**src/rtl/led_pattern_ctrl_if.sv**
```systemverilog
// Board-side signal bundle for the LED pattern sequencer: button/switch inputs
// and the registered LED/status outputs. Names carry the sequencer's direction.
interface led_pattern_ctrl_if;
  logic       i_btn_mode;
  logic       i_btn_pause;
  logic [1:0] i_speed;
  logic [7:0] o_led;
  logic [1:0] o_mode;
  logic       o_paused;
  logic       o_step;

  modport master (
    output i_btn_mode, i_btn_pause, i_speed,
    input  o_led, o_mode, o_paused, o_step
  );

  modport slave (
    input  i_btn_mode, i_btn_pause, i_speed,
    output o_led, o_mode, o_paused, o_step
  );
endinterface

```
**src/rtl/led_pattern_ctrl.sv**
```systemverilog
// LED bank sequencer: four step patterns driven by a speed-scaled prescaler tick,
// with synchronised mode/pause buttons and a run/pause FSM.
module led_pattern_ctrl #(
  parameter logic [31:0] TICK_DIV = 32'd64000000
) (
  input  logic              clk,
  input  logic              reset,
  led_pattern_ctrl_if.slave bus
);
  typedef enum logic {S_RUN = 1'b0, S_PAUSE = 1'b1} state_t;

  localparam logic DIR_L = 1'b0;
  localparam logic DIR_R = 1'b1;

  state_t      r_state, w_state_nxt;
  logic [2:0]  r_mode_sync, r_pause_sync;
  logic [31:0] r_pc;
  logic [31:0] w_period_raw, w_period, w_pc_last;
  logic [7:0]  r_led, w_led_step;
  logic [1:0]  r_mode;
  logic        r_dir, w_dir_step, r_step;
  logic        w_ev_mode, w_ev_pause, w_run, w_tick, w_advance;

  function automatic logic [7:0] seed_of(input logic [1:0] md);
    case (md)
      2'd0:    return 8'h00;
      2'd1:    return 8'hFF;
      default: return 8'h01;
    endcase
  endfunction

  // Two flops for metastability, third flop only for edge detection
  always_ff @(posedge clk or posedge reset) begin
    if (reset) begin
      r_mode_sync  <= '0;
      r_pause_sync <= '0;
    end else begin
      r_mode_sync  <= {r_mode_sync[1:0], bus.i_btn_mode};
      r_pause_sync <= {r_pause_sync[1:0], bus.i_btn_pause};
    end
  end

  assign w_ev_mode  = r_mode_sync[1] & ~r_mode_sync[2];
  assign w_ev_pause = r_pause_sync[1] & ~r_pause_sync[2];

  assign w_period_raw = TICK_DIV >> bus.i_speed;
  assign w_period     = (w_period_raw == 32'd0) ? 32'd1 : w_period_raw;
  assign w_pc_last    = w_period - 32'd1;

  always_ff @(posedge clk or posedge reset) begin
    if (reset) r_state <= S_RUN;
    else       r_state <= w_state_nxt;
  end

  // A pause event in RUN freezes the prescaler in that same cycle
  always_comb begin
    w_state_nxt = r_state;
    w_run       = 1'b0;
    case (r_state)
      S_RUN: begin
        if (w_ev_pause) w_state_nxt = S_PAUSE;
        else            w_run       = 1'b1;
      end
      S_PAUSE: begin
        if (w_ev_pause) w_state_nxt = S_RUN;
      end
      default: w_state_nxt = S_RUN;
    endcase
  end

  assign w_tick    = w_run && (r_pc >= w_pc_last);
  assign w_advance = w_tick && !w_ev_mode;

  always_comb begin
    w_led_step = r_led;
    w_dir_step = r_dir;
    case (r_mode)
      2'd0: w_led_step = r_led + 8'd1;
      2'd1: w_led_step = r_led - 8'd1;
      2'd2: w_led_step = {r_led[6:0], r_led[7]};
      default: begin
        if (r_dir == DIR_L) begin
          if (r_led == 8'h80) begin
            w_dir_step = DIR_R;
            w_led_step = 8'h40;
          end else begin
            w_led_step = {r_led[6:0], 1'b0};
          end
        end else begin
          if (r_led == 8'h01) begin
            w_dir_step = DIR_L;
            w_led_step = 8'h02;
          end else begin
            w_led_step = {1'b0, r_led[7:1]};
          end
        end
      end
    endcase
  end

  // Mode reload wins over a coincident tick
  always_ff @(posedge clk or posedge reset) begin
    if (reset) begin
      r_pc   <= '0;
      r_led  <= 8'h00;
      r_mode <= 2'd0;
      r_dir  <= DIR_L;
      r_step <= 1'b0;
    end else begin
      r_step <= w_advance;
      if (w_ev_mode) begin
        r_mode <= r_mode + 2'd1;
        r_led  <= seed_of(r_mode + 2'd1);
        r_pc   <= '0;
        r_dir  <= DIR_L;
      end else if (w_tick) begin
        r_pc  <= '0;
        r_led <= w_led_step;
        r_dir <= w_dir_step;
      end else if (w_run) begin
        r_pc <= r_pc + 32'd1;
      end
    end
  end

  assign bus.o_led    = r_led;
  assign bus.o_mode   = r_mode;
  assign bus.o_paused = (r_state == S_PAUSE);
  assign bus.o_step   = r_step;
endmodule

```
**src/flat_wrapper.sv**
```systemverilog
// flat-port wrapper written by rule: the top's interface ports become plain ports
module led_pattern_ctrl_flat 
#(
  parameter logic [31:0] TICK_DIV = 32'd64000000
)
  (clk, reset, bus_i_btn_mode, bus_i_btn_pause, bus_i_speed, bus_o_led, bus_o_mode, bus_o_paused, bus_o_step);
  led_pattern_ctrl_if bus_i ();
  input  logic clk;
  input  logic reset;
  input wire logic [$bits(bus_i.i_btn_mode)-1:0] bus_i_btn_mode;
  input wire logic [$bits(bus_i.i_btn_pause)-1:0] bus_i_btn_pause;
  input wire logic [$bits(bus_i.i_speed)-1:0] bus_i_speed;
  output wire logic [$bits(bus_i.o_led)-1:0] bus_o_led;
  output wire logic [$bits(bus_i.o_mode)-1:0] bus_o_mode;
  output wire logic [$bits(bus_i.o_paused)-1:0] bus_o_paused;
  output wire logic [$bits(bus_i.o_step)-1:0] bus_o_step;
  assign bus_i.i_btn_mode = bus_i_btn_mode;
  assign bus_i.i_btn_pause = bus_i_btn_pause;
  assign bus_i.i_speed = bus_i_speed;
  assign bus_o_led = bus_i.o_led;
  assign bus_o_mode = bus_i.o_mode;
  assign bus_o_paused = bus_i.o_paused;
  assign bus_o_step = bus_i.o_step;
  led_pattern_ctrl #(.TICK_DIV(TICK_DIV)) u_core (.clk(clk), .reset(reset), .bus(bus_i));
endmodule
```
**config.mk**
```make
export PLATFORM = sky130hd
export DESIGN_NAME = led_pattern_ctrl_flat
export DESIGN_NICKNAME = d
export VERILOG_FILES = /design/src/rtl/led_pattern_ctrl_if.sv /design/src/rtl/led_pattern_ctrl.sv /design/src/flat_wrapper.sv
export SDC_FILE = /design/constraint.sdc
export NUM_CORES = 1
export LEC_CHECK = 0
export ABC_CLOCK_PERIOD_IN_PS = 7600
export CAP_MARGIN = 20
export CORE_ASPECT_RATIO = 2
export CORE_UTILIZATION = 40
export CTS_CLUSTER_DIAMETER = 120
export DETAILED_ROUTE_END_ITERATION = 16
export SLEW_MARGIN = 20
export SYNTH_ARGS = -nofsm -noshare
export SYNTH_HDL_FRONTEND = slang
export SYNTH_SLANG_ARGS = --single-unit
```
**constraint.sdc**
```tcl
create_clock -name clk -period 7.6 [get_ports clk]
set_input_delay 1.14 -clock clk [delete_from_list [all_inputs] [get_ports clk]]
set_output_delay 1.14 -clock clk [all_outputs]
set_load 0.005 [all_outputs]
```
==> flow_metrics.tcl <==
set metrics [dict create \
    status "complete, no violations" \
    start_util_pct 41.1 \
    viasPerCell 5.64 \
    post-cts-setup-buffers 0 \
    critPathCaptureType "flop" \
    required_ns 7.76 \
    clock_sinks 51 \
    clk_latency_ns 0.30 \
    total_power_uw 976 \
    p_seq_share_pct 38.6 \
    synth_area_um2 3850 \
    cts.clk_slew.worst_paths_ns 0.08 \
    drt_pass1_iterations 4 \
    max_freq_ghz 0.220 \
    cts_resized 0 \
    start_kind "input pin" \
    clockBufferDepth 2 \
    dp_hpwl_um 6470 \
    antenna_found_initial 0 \
    peakVddDrop_v 0.000129 \
    period_needed_ns 4.54 \
    drt-total-wl_um 8570 \
    design_area_um2 4200 \
    die_w_um 71.4 \
    ctsHoldBuffers 0 \
    yosys_warnings 0 \
    grt_usage_pct 18.6 \
    synth-seq-area-share_pct 33.1 \
    final.setup_skew_ns 0.00949 \
    grt_max_degree 52 \
    holdCritPathClass "reg -> reg" \
    whs_ns 0.344 \
    synth_top_area_share_pct 33.1 \
    p_sw_uw 376 \
    power_leakage_nw 1.83 \
    avgSynthCellArea_um2 9.64 \
    finalSetupViolCount 0 \
    synth_edf_count 0 \
    grt_pass1_vias 2977 \
    finalHoldViolations 0 \
    p_int_uw 601 \
    yosysMostFrequentCell "dfrtp_1" \
    rsz0062_at_grt "no" \
    chipHeight_um 141 \
    final_net_count 454 \
    yosys.cell_types.count 57 \
    antenna_left 0 \
    drtIter0Drc 75 \
    die_area_um2 10100 \
    slew_violations 0 \
    grt_pass1_wl_um 14500 \
    drc_errors 0 \
    fp.coreArea_um2 9380 \
    timing.final.crit_share_pct 59.7 \
    cts_made_buffers 5 \
    p_sw_share_pct 38.5 \
    arrival_ns 4.69 \
    htreeDepth 2 \
    final_util_pct 44.8 \
    powerDensity_nw_per_um2 232 \
    vias 2897 \
    postPlaceCellArea_um2 4050 \
    max_slew_margin_pct 39.8 \
    n_antenna_cell 0 \
    rows 50 \
    critPathKind "in -> reg" \
    cp_max_fo 27 \
    async_reset_ff_share_pct 100 \
    syn_inst 400 \
    synth_common_cells "dfrtp_1 (51), ha_1 (39), nand2_1 (31)" \
    synthTopCellsByArea "dfrtp_1 (33%), ha_1 (13%), nor2_4 (5.8%)" \
    final.setup.tns_ns 0 \
    post-synth-top-area-cell "dfrtp_1" \
    cts_tree "built" \
    root_buffer "clkbuf_16" \
    clkPwrFrac_pct 24.0 \
    synthToLayoutAreaGrowth_pct 9.06 \
    gp_congestion 0.871 \
    ios 18 \
    p_comb_share_pct 37.4 \
    yosys_register_bits 51 \
    max-cap-violations 0 \
    drive_gt1_share_pct 10.2 \
    routedWlPerCell_um 16.7 \
    grt_overflow 0 \
    worst_slew_pin_slew_ns 0.903 \
    ys.flop_type "dfrtp_1" \
    port_buffers 17 \
]
-- stage by stage --
step,worst slack (ns),instances
floorplan,4.23,404
global placement,2.86,506
detailed placement,2.72,506
CTS,3.04,514
global route,2.75,514
finish,3.06,514
-- power by group through the flow --
stage	combinational, mW	clock (mW)	sequential [mW]
5_1_grt	0.406	0.251	0.385
3_5_place_dp	0.365	0	0.382
6_report	0.365	0.234	0.377
2_1_floorplan	0.280	0	0.345
3_3_place_gp	0.362	0	0.380
4_1_cts	0.368	0.242	0.376
-- worst paths after layout --
kind / cells past startpoint / to / slack (ns) / start
worst max-delay path: 13 / u_core.r_pc[27] / 3.06 / bus_i_speed[1]
worst min-delay path: 0 / u_core.r_pause_sync[1] / 0.34 / u_core.r_pause_sync[0]
worst max register to register: 8 / u_core.r_pc[27] / 4.43 / u_core.r_pc[27]
worst min register to register: 0 / u_core.r_pause_sync[1] / 0.34 / u_core.r_pause_sync[0]
max in group asynchronous: 2 / u_core.r_pc[22] / 5.73 / reset
min in group asynchronous: 2 / u_core.bus.o_mode[0] / 1.32 / reset
-- flip-flops by register name, summed over array words and instances, names as in the netlist --
signal,flops
u_core.bus.o_led,8
u_core.bus.o_step,1
u_core.bus.o_paused,1
u_core.r_pause_sync,3
u_core.r_dir,1
u_core.bus.o_mode,2
u_core.r_mode_sync,3
u_core.r_pc,32
-- metal layers --
metal | part of all wire (%) | routed length (um) | vias to the layer above | global-route usage, %
li1 | - | - | 1420 | -
met1 | 36 | 3090 | 1419 | 18.2
met2 | 59 | 5070 | 42 | 36.8
met3 | 1.8 | 153 | 16 | 1.93
met4 | 3.0 | 260 | 0 | 9.58
met5 | 0 | 0 | - | 0
-- cells by family after synthesis --
| kind of cell | after synthesis | share of synthesized area, % |
|---|---|---|
| AND/OR/NAND/NOR | 148 | 24.2 |
| AO/OA/AOI/OAI | 73 | 13.5 |
| flip-flops | 51 | 33.1 |
| buffers and inverters | 42 | 5.58 |
| adder cells (fa/ha/maj) | 39 | 12.7 |
| XOR/XNOR | 35 | 7.95 |
| multiplexers | 11 | 2.89 |
| other | 1 | 0.0973 |
-- worst max-delay path, stage by stage --
cell             delay, ns
clkdlybuf4s50_1       0.63
inv_1                 0.15
ha_1                  0.20
inv_1                 0.11
nor3_1                0.07
ha_1                  0.29
nand4_1               0.17
nor4_4                0.39
o311ai_4              0.21
a31oi_4               0.48
or2_2                 0.19
buf_4                 0.52
nor2_1                0.12
-- layout by cell type (no fill, tap or decap), types with 4 or more instances in the layout --
cell type and instances:
nor2_4 20, and4_1 6, nor2_1 24, ha_1 39
nor3_1 6, xor2_1 25, and3_1 8, o211ai_1 4
clkbuf_16 5, nand3_1 17, xnor2_1 10, o21ai_0 10
inv_1 19, nand2_1 31, a21oi_1 29, dfrtp_1 51
mux2i_1 10, nand4_1 12, clkdlybuf4s50_1 17, conb_1 5
-- area by class of cell --
cell class	instances	area, um2
sequential	51	1280
fill	931	5180
clock inverter	3	25.0
clock buffer	5	125
tap	104	130
multi-input combinational	311	2380
inverter	20	76.3
timing repair buffer	20	193
Note: power is estimated with default switching activity, not from simulation.
